File: config.mk
export PLATFORM = sky130hd
export DESIGN_NAME = prog_loader_flat
export DESIGN_NICKNAME = d
export VERILOG_FILES = /design/src/rtl/prog_loader_if.sv /design/src/rtl/prog_loader.sv /design/src/flat_wrapper.sv
export SDC_FILE = /design/constraint.sdc
export NUM_CORES = 1
export LEC_CHECK = 0
export ABC_CLOCK_PERIOD_IN_PS = 2750
export BUFFER_PORTS_ARGS = -buffer_cell sky130_fd_sc_hd__buf_2
export CORE_MARGIN = 5
export CORE_UTILIZATION = 50
export DETAILED_ROUTE_END_ITERATION = 6
export PLACE_DENSITY = 0.72
export SLEW_MARGIN = 20
export SYNTH_ARGS = -nofsm -noshare
export SYNTH_HDL_FRONTEND = slang
export SYNTH_SLANG_ARGS = --single-unit
File: constraint.sdc
create_clock -name clk -period 2.75 [get_ports clk]
set_input_delay 0.1375 -clock clk [delete_from_list [all_inputs] [get_ports clk]]
set_output_delay 0.1375 -clock clk [all_outputs]
set_load 0.02 [all_outputs]
File: src/rtl/prog_loader_if.sv
// Byte-input, read-back and memory-port signals of the program loader.
interface prog_loader_if #(
    parameter int AW = 16
);
    logic          in_valid;
    logic [7:0]    in_data;
    logic          in_ready;
    logic          chk_next;
    logic          chk_valid;
    logic [7:0]    chk_data;
    logic [AW-1:0] chk_addr;
    logic          chk_empty;
    logic          mem_own;
    logic [AW-1:0] mem_addr;
    logic [7:0]    mem_wdata;
    logic          mem_we;
    logic          mem_re;
    logic [7:0]    mem_rdata;

    modport slave (
        input  in_valid, in_data, chk_next, mem_rdata,
        output in_ready, chk_valid, chk_data, chk_addr, chk_empty,
               mem_own, mem_addr, mem_wdata, mem_we, mem_re
    );

    modport master (
        output in_valid, in_data, chk_next, mem_rdata,
        input  in_ready, chk_valid, chk_data, chk_addr, chk_empty,
               mem_own, mem_addr, mem_wdata, mem_we, mem_re
    );
endinterface

File: src/rtl/prog_loader.sv
// Program loader/checker: writes bytes to memory from address 0 while the CPU
// is in IN, and reads them back one at a time for display while in CHECK.
module prog_loader #(
    parameter int AW = 16
) (
    input  logic         clk,
    input  logic         reset,
    input  logic [1:0]   cpustate,
    output logic [AW:0]  count,
    output logic         full,
    prog_loader_if.slave bus
);
    localparam logic [1:0] CS_IDLE  = 2'b00;
    localparam logic [1:0] CS_IN    = 2'b01;
    localparam logic [1:0] CS_CHECK = 2'b10;
    localparam logic [1:0] CS_RUN   = 2'b11;

    typedef enum logic [2:0] {S_IDLE, S_LOAD, S_CHK_REQ, S_CHK_WAIT, S_CHK_SHOW} state_t;

    state_t        state, state_n;
    logic [1:0]    prev_cs;
    logic [AW-1:0] wptr, rptr, rd_addr;
    logic [AW:0]   rptr_nx;
    logic          rd_q;
    logic          go_idle, enter_in, enter_chk;
    logic          hs, issue, capture, advance;

    assign go_idle   = (cpustate == CS_IDLE) || (cpustate == CS_RUN);
    assign enter_in  = (cpustate == CS_IN) && (prev_cs != CS_IN);
    assign enter_chk = (cpustate == CS_CHECK) && (prev_cs != CS_CHECK);
    assign full      = count[AW];
    assign rd_addr   = enter_chk ? '0 : rptr;
    assign rptr_nx   = {1'b0, rptr} + (AW+1)'(1);

    assign bus.in_ready = (state == S_LOAD) && (cpustate == CS_IN) && !full;
    assign bus.mem_own  = reset && ((cpustate == CS_IN) || (cpustate == CS_CHECK));

    always_ff @(posedge clk or negedge reset) begin
        if (!reset) state <= S_IDLE;
        else        state <= state_n;
    end

    // Entering CHECK issues the read for address 0 on the entry edge; after
    // chk_next the advanced rptr is issued from CHK_REQ one edge later.
    always_comb begin
        state_n = state;
        hs      = 1'b0;
        issue   = 1'b0;
        capture = 1'b0;
        advance = 1'b0;
        if (go_idle) begin
            state_n = S_IDLE;
        end else if (enter_in) begin
            state_n = S_LOAD;
        end else if (enter_chk) begin
            if (count == '0) begin
                state_n = S_IDLE;
            end else begin
                state_n = S_CHK_REQ;
                issue   = 1'b1;
            end
        end else begin
            case (state)
                S_LOAD:     hs = bus.in_valid && bus.in_ready;
                S_CHK_REQ:  if (bus.mem_re) state_n = S_CHK_WAIT;
                            else            issue   = 1'b1;
                S_CHK_WAIT: if (rd_q) begin
                                capture = 1'b1;
                                state_n = S_CHK_SHOW;
                            end
                S_CHK_SHOW: if (bus.chk_next) begin
                                advance = 1'b1;
                                state_n = S_CHK_REQ;
                            end
                default:    ;
            endcase
        end
    end

    always_ff @(posedge clk or negedge reset) begin
        if (!reset) begin
            prev_cs       <= CS_IDLE;
            wptr          <= '0;
            rptr          <= '0;
            count         <= '0;
            rd_q          <= 1'b0;
            bus.mem_we    <= 1'b0;
            bus.mem_re    <= 1'b0;
            bus.mem_addr  <= '0;
            bus.mem_wdata <= '0;
            bus.chk_valid <= 1'b0;
            bus.chk_data  <= '0;
            bus.chk_addr  <= '0;
            bus.chk_empty <= 1'b0;
        end else begin
            prev_cs       <= cpustate;
            bus.mem_we    <= hs;
            bus.mem_re    <= issue;
            // read data is valid the cycle after the strobe; an abort drops it
            rd_q          <= bus.mem_re && (state_n == S_CHK_WAIT);
            bus.chk_empty <= (cpustate == CS_CHECK) && (count == '0);

            if (hs) begin
                bus.mem_addr  <= wptr;
                bus.mem_wdata <= bus.in_data;
                wptr          <= wptr + AW'(1);
                count         <= count + (AW+1)'(1);
            end else if (issue) begin
                bus.mem_addr  <= rd_addr;
            end

            if (enter_in) begin
                wptr  <= '0;
                count <= '0;
            end

            if (enter_chk)    rptr <= '0;
            else if (advance) rptr <= (rptr_nx == count) ? '0 : rptr_nx[AW-1:0];

            if (go_idle || enter_in || advance) begin
                bus.chk_valid <= 1'b0;
            end else if (capture) begin
                bus.chk_valid <= 1'b1;
                bus.chk_data  <= bus.mem_rdata;
                bus.chk_addr  <= rptr;
            end
        end
    end
endmodule

File: src/flat_wrapper.sv
// flat-port wrapper written by rule: the top's interface ports become plain ports
module prog_loader_flat 
#(
    parameter int AW = 16
)
  (clk, reset, cpustate, count, full, bus_in_valid, bus_in_data, bus_chk_next, bus_mem_rdata, bus_in_ready, bus_chk_valid, bus_chk_data, bus_chk_addr, bus_chk_empty, bus_mem_own, bus_mem_addr, bus_mem_wdata, bus_mem_we, bus_mem_re);
  prog_loader_if #(.AW(AW)) bus_i ();
  input  logic clk;
  input  logic reset;
  input  logic [1:0] cpustate;
  output logic [AW:0] count;
  output logic full;
  input wire logic [$bits(bus_i.in_valid)-1:0] bus_in_valid;
  input wire logic [$bits(bus_i.in_data)-1:0] bus_in_data;
  input wire logic [$bits(bus_i.chk_next)-1:0] bus_chk_next;
  input wire logic [$bits(bus_i.mem_rdata)-1:0] bus_mem_rdata;
  output wire logic [$bits(bus_i.in_ready)-1:0] bus_in_ready;
  output wire logic [$bits(bus_i.chk_valid)-1:0] bus_chk_valid;
  output wire logic [$bits(bus_i.chk_data)-1:0] bus_chk_data;
  output wire logic [$bits(bus_i.chk_addr)-1:0] bus_chk_addr;
  output wire logic [$bits(bus_i.chk_empty)-1:0] bus_chk_empty;
  output wire logic [$bits(bus_i.mem_own)-1:0] bus_mem_own;
  output wire logic [$bits(bus_i.mem_addr)-1:0] bus_mem_addr;
  output wire logic [$bits(bus_i.mem_wdata)-1:0] bus_mem_wdata;
  output wire logic [$bits(bus_i.mem_we)-1:0] bus_mem_we;
  output wire logic [$bits(bus_i.mem_re)-1:0] bus_mem_re;
  assign bus_i.in_valid = bus_in_valid;
  assign bus_i.in_data = bus_in_data;
  assign bus_i.chk_next = bus_chk_next;
  assign bus_i.mem_rdata = bus_mem_rdata;
  assign bus_in_ready = bus_i.in_ready;
  assign bus_chk_valid = bus_i.chk_valid;
  assign bus_chk_data = bus_i.chk_data;
  assign bus_chk_addr = bus_i.chk_addr;
  assign bus_chk_empty = bus_i.chk_empty;
  assign bus_mem_own = bus_i.mem_own;
  assign bus_mem_addr = bus_i.mem_addr;
  assign bus_mem_wdata = bus_i.mem_wdata;
  assign bus_mem_we = bus_i.mem_we;
  assign bus_mem_re = bus_i.mem_re;
  prog_loader #(.AW(AW)) u_core (.clk(clk), .reset(reset), .cpustate(cpustate), .count(count), .full(full), .bus(bus_i));
endmodule
==> flow_metrics.tcl <==
set metrics [dict create \
    status "completed" \
    crit_chain "ha_2 -> nand4_2 -> nor4_4 -> xor2_1 -> o21ai_0 -> nand4_1 -> o31a_1 -> mux2_2" \
    hold_path_class "in2reg" \
    dp.cells 809 \
    crit_arrival_ns 2.89 \
    post_drt_wl_per_cell_um 17.0 \
    routed_wl_um 14300 \
    drcViolationCount 0 \
    crit_buf_inv 0 \
    async_reset_ff_share_pct 100 \
    reg2regPathDepth 8 \
    synth.largest_area_cell "dfrtp_1" \
    finalCriticalPeriod_ns 2.63 \
    grt_pass1_vias 4647 \
    critical_path_depth 8 \
    avgSynthCellArea_um2 9.58 \
    utilization_pct 61.9 \
    timing.hold.ws_ns 0.0217 \
    cp_slowest_cell "o31a_1" \
    power_leakage_nw 3.37 \
    ant_nets 0 \
    slowest_delay_ns 0.43 \
    track_usage_pct 22.6 \
    ys.flop_type "dfrtp_1" \
    grt_pass1_wl_um 23700 \
    synth.area.top_cells "dfrtp_1 48%, nand2_1 5.7%, xnor2_1 4.1%, mux2_2 4.1%, xor2_1 4.0%" \
    finalSetupViolCount 0 \
    ys_top_cells_by_count "107 x dfrtp_1, 84 x nand2_1, 51 x nor2_1" \
    vdd_drop_max_uv 220 \
    core_area_um2 10800 \
    total_power_w 0.00298 \
    port_buffers 93 \
    drt_iter0_drc 305 \
    htreeDepth 3 \
    via_per_inst 5.57 \
    finalCritPeriodShare_pct 95.7 \
    instances_no_fill 844 \
    via_count 4703 \
    relSlewSlack_pct 56.7 \
    grt_max_degree 47 \
    crit_family "compound AO/OA/AOI/OAI gates" \
    numCtsBuffers 9 \
    cts-root-buf "clkbuf_8" \
    syn-cell-area_um2 5530 \
    initial_core_util_pct 51.0 \
    hold_violations 0 \
    antenna_found_initial 0 \
    clkSinkCount 107 \
    critPathKind "reg2reg" \
    die_w_um 115 \
    grt.overflow.total 0 \
    die-area_um2 13300 \
    setup_tns_ns 0 \
    ios 94 \
    syn_inst 577 \
    drv_slew 0 \
    num_antenna_cells 0 \
    die_height_um 115 \
    worst_ep_required_time_ns 3.01 \
    syn_nets 605 \
    synth_edf_count 0 \
    syn2layout_area_growth_pct 21.3 \
    n_fill_cell 900 \
    powerDensity_nw_per_um2 445 \
    fmax_mhz 380 \
    cts_tree "yes" \
    synth_warnings 0 \
    hpwl_um 10400 \
    drive_above_1_share_pct 26.0 \
    yosys_register_bits 107 \
    rows 38 \
    yosysSeqAreaShare_pct 48.4 \
    cp_max_fo 13 \
    clk_latency_ns 0.37 \
    clock_skew_ns 0.0130 \
    yosysTopAreaCellShare_pct 48.4 \
    hold_depth 2 \
    cap_violations 0 \
    cts_buffer_depth 2 \
    end_kind "flop" \
    tightest_slew_ns 0.647 \
    synth_cell_types 56 \
    final_nets 727 \
    synth.most_common_cell "dfrtp_1" \
    path_clk_slew_ns 0.10 \
    drt_first_pass_iters 5 \
    crit_path_start_kind "flop" \
    place.gp.congestion 0.956 \
]
cell usage in the layout (no fill, tap or decap), types with 3 or more instances in the layout:
master	netlist	layout
a21oi_1	14	14
o21a_1	4	4
nor3b_1	3	3
or3_1	8	8
nor2b_1	9	9
bufinv_16	0	3
nand2b_1	3	3
nand2_1	84	84
dlygate4sd3_1	0	18
nor2_1	51	50
xor2_1	25	25
nand3_1	17	17
or4_1	3	3
ha_1	6	5
o21ai_0	39	39
nand3b_1	3	3
and3_1	9	8
nor4_1	7	6
and2_1	3	3
nand4_1	15	15
buf_4	3	35
nor4_4	3	3
inv_1	20	20
dfrtp_1	107	107
buf_2	14	92
a22oi_1	16	16
and4_1	3	3
mux2_2	20	20
xnor2_1	26	26
clkbuf_8	0	9
nor3_1	11	10
stage by stage:
| stage | setup WS [ns] | area [µm²] |
|---|---|---|
| floorplan | 0.258 | 5530 |
| global placement | 0.236 | 6270 |
| detailed placement | 0.144 | 6270 |
| CTS | 0.0772 | 6690 |
| global route | -0.0204 | 6710 |
| finish | 0.118 | 6710 |
final timing paths:
kind	from	end	slack, ns
max reg2reg	u_core.rptr[0]	u_core.rptr[0]	0.12
min reg2reg	u_core.bus.mem_wdata[4]	u_core.bus.mem_wdata[4]	0.48
min	bus_mem_rdata[1]	u_core.bus.chk_data[1]	0.02
min in group asynchronous	reset	u_core.bus.chk_data[2]	0.30
max	u_core.rptr[0]	u_core.rptr[0]	0.12
max in group asynchronous	reset	u_core.rptr[8]	1.58
power breakdown:
group | switching, W | total [W] | internal (W) | leakage [nW]
registers | 0.0000188 | 0.00162 | 0.00160 | 1.48
clock network | 0.000535 | 0.00114 | 0.000609 | 0.121
logic | 0.000141 | 0.000219 | 0.0000779 | 1.76
total | 0.000695 | 0.00298 | 0.00229 | 3.37
layout make-up:
class,count,area (µm²),share of cell area (%)
clock buffer,10,128,1.90
tap,140,175,2.61
clock inverter,6,113,1.68
inverter,23,88.8,1.32
timing repair buffer,145,903,13.5
sequential,107,2680,39.9
multi-input combinational,413,2620,39.1
sequential cells by signal, indices dropped and copies added (netlist names):
signal	count
u_core.bus.chk_addr	16
u_core.bus.chk_data	8
u_core.bus.chk_empty	1
u_core.bus.chk_valid	1
u_core.bus.mem_addr	16
u_core.bus.mem_re	1
u_core.bus.mem_wdata	8
u_core.bus.mem_we	1
u_core.count	17
u_core.prev_cs	2
u_core.rd_q	1
u_core.rptr	16
u_core.state	3
u_core.wptr	16
cells by family (layout without fill, tap and decap cells):
group / count (synthesis) / in the layout / synth area share [%]
xor+xnor: 51 / 51 / 8.08
simple gates: 246 / 246 / 23.7
buf+inv: 57 / 184 / 4.44
fa+ha+maj: 6 / 6 / 1.36
mux: 22 / 22 / 4.44
compound gates: 88 / 88 / 9.60
flops: 107 / 107 / 48.4
worst register-to-register path: stages (launching register included):
cell and delay (ns):
dfrtp_1 0.40, ha_2 0.29, nand4_2 0.17, nor4_4 0.38, xor2_1 0.10, o21ai_0 0.29, nand4_1 0.14, o31a_1 0.43
mux2_2 0.33
metal layers:
metal | wire length, µm | track usage, % | vias up
li1 | - | - | 2232
met1 | 6200 | 29.9 | 2301
met2 | 7130 | 37.9 | 141
met3 | 628 | 3.00 | 29
met4 | 377 | 8.76 | 0
met5 | 0 | 0 | -
repair_timing:
item                                    in CTS  in global routing
resized for setup                            0                  4
hold buffers                                18                  0
setup buffers                                0                  1
endpoints found under the setup margin       0                 20
endpoints found under the hold margin       60                  0
Power figures use the tool's default switching activity.
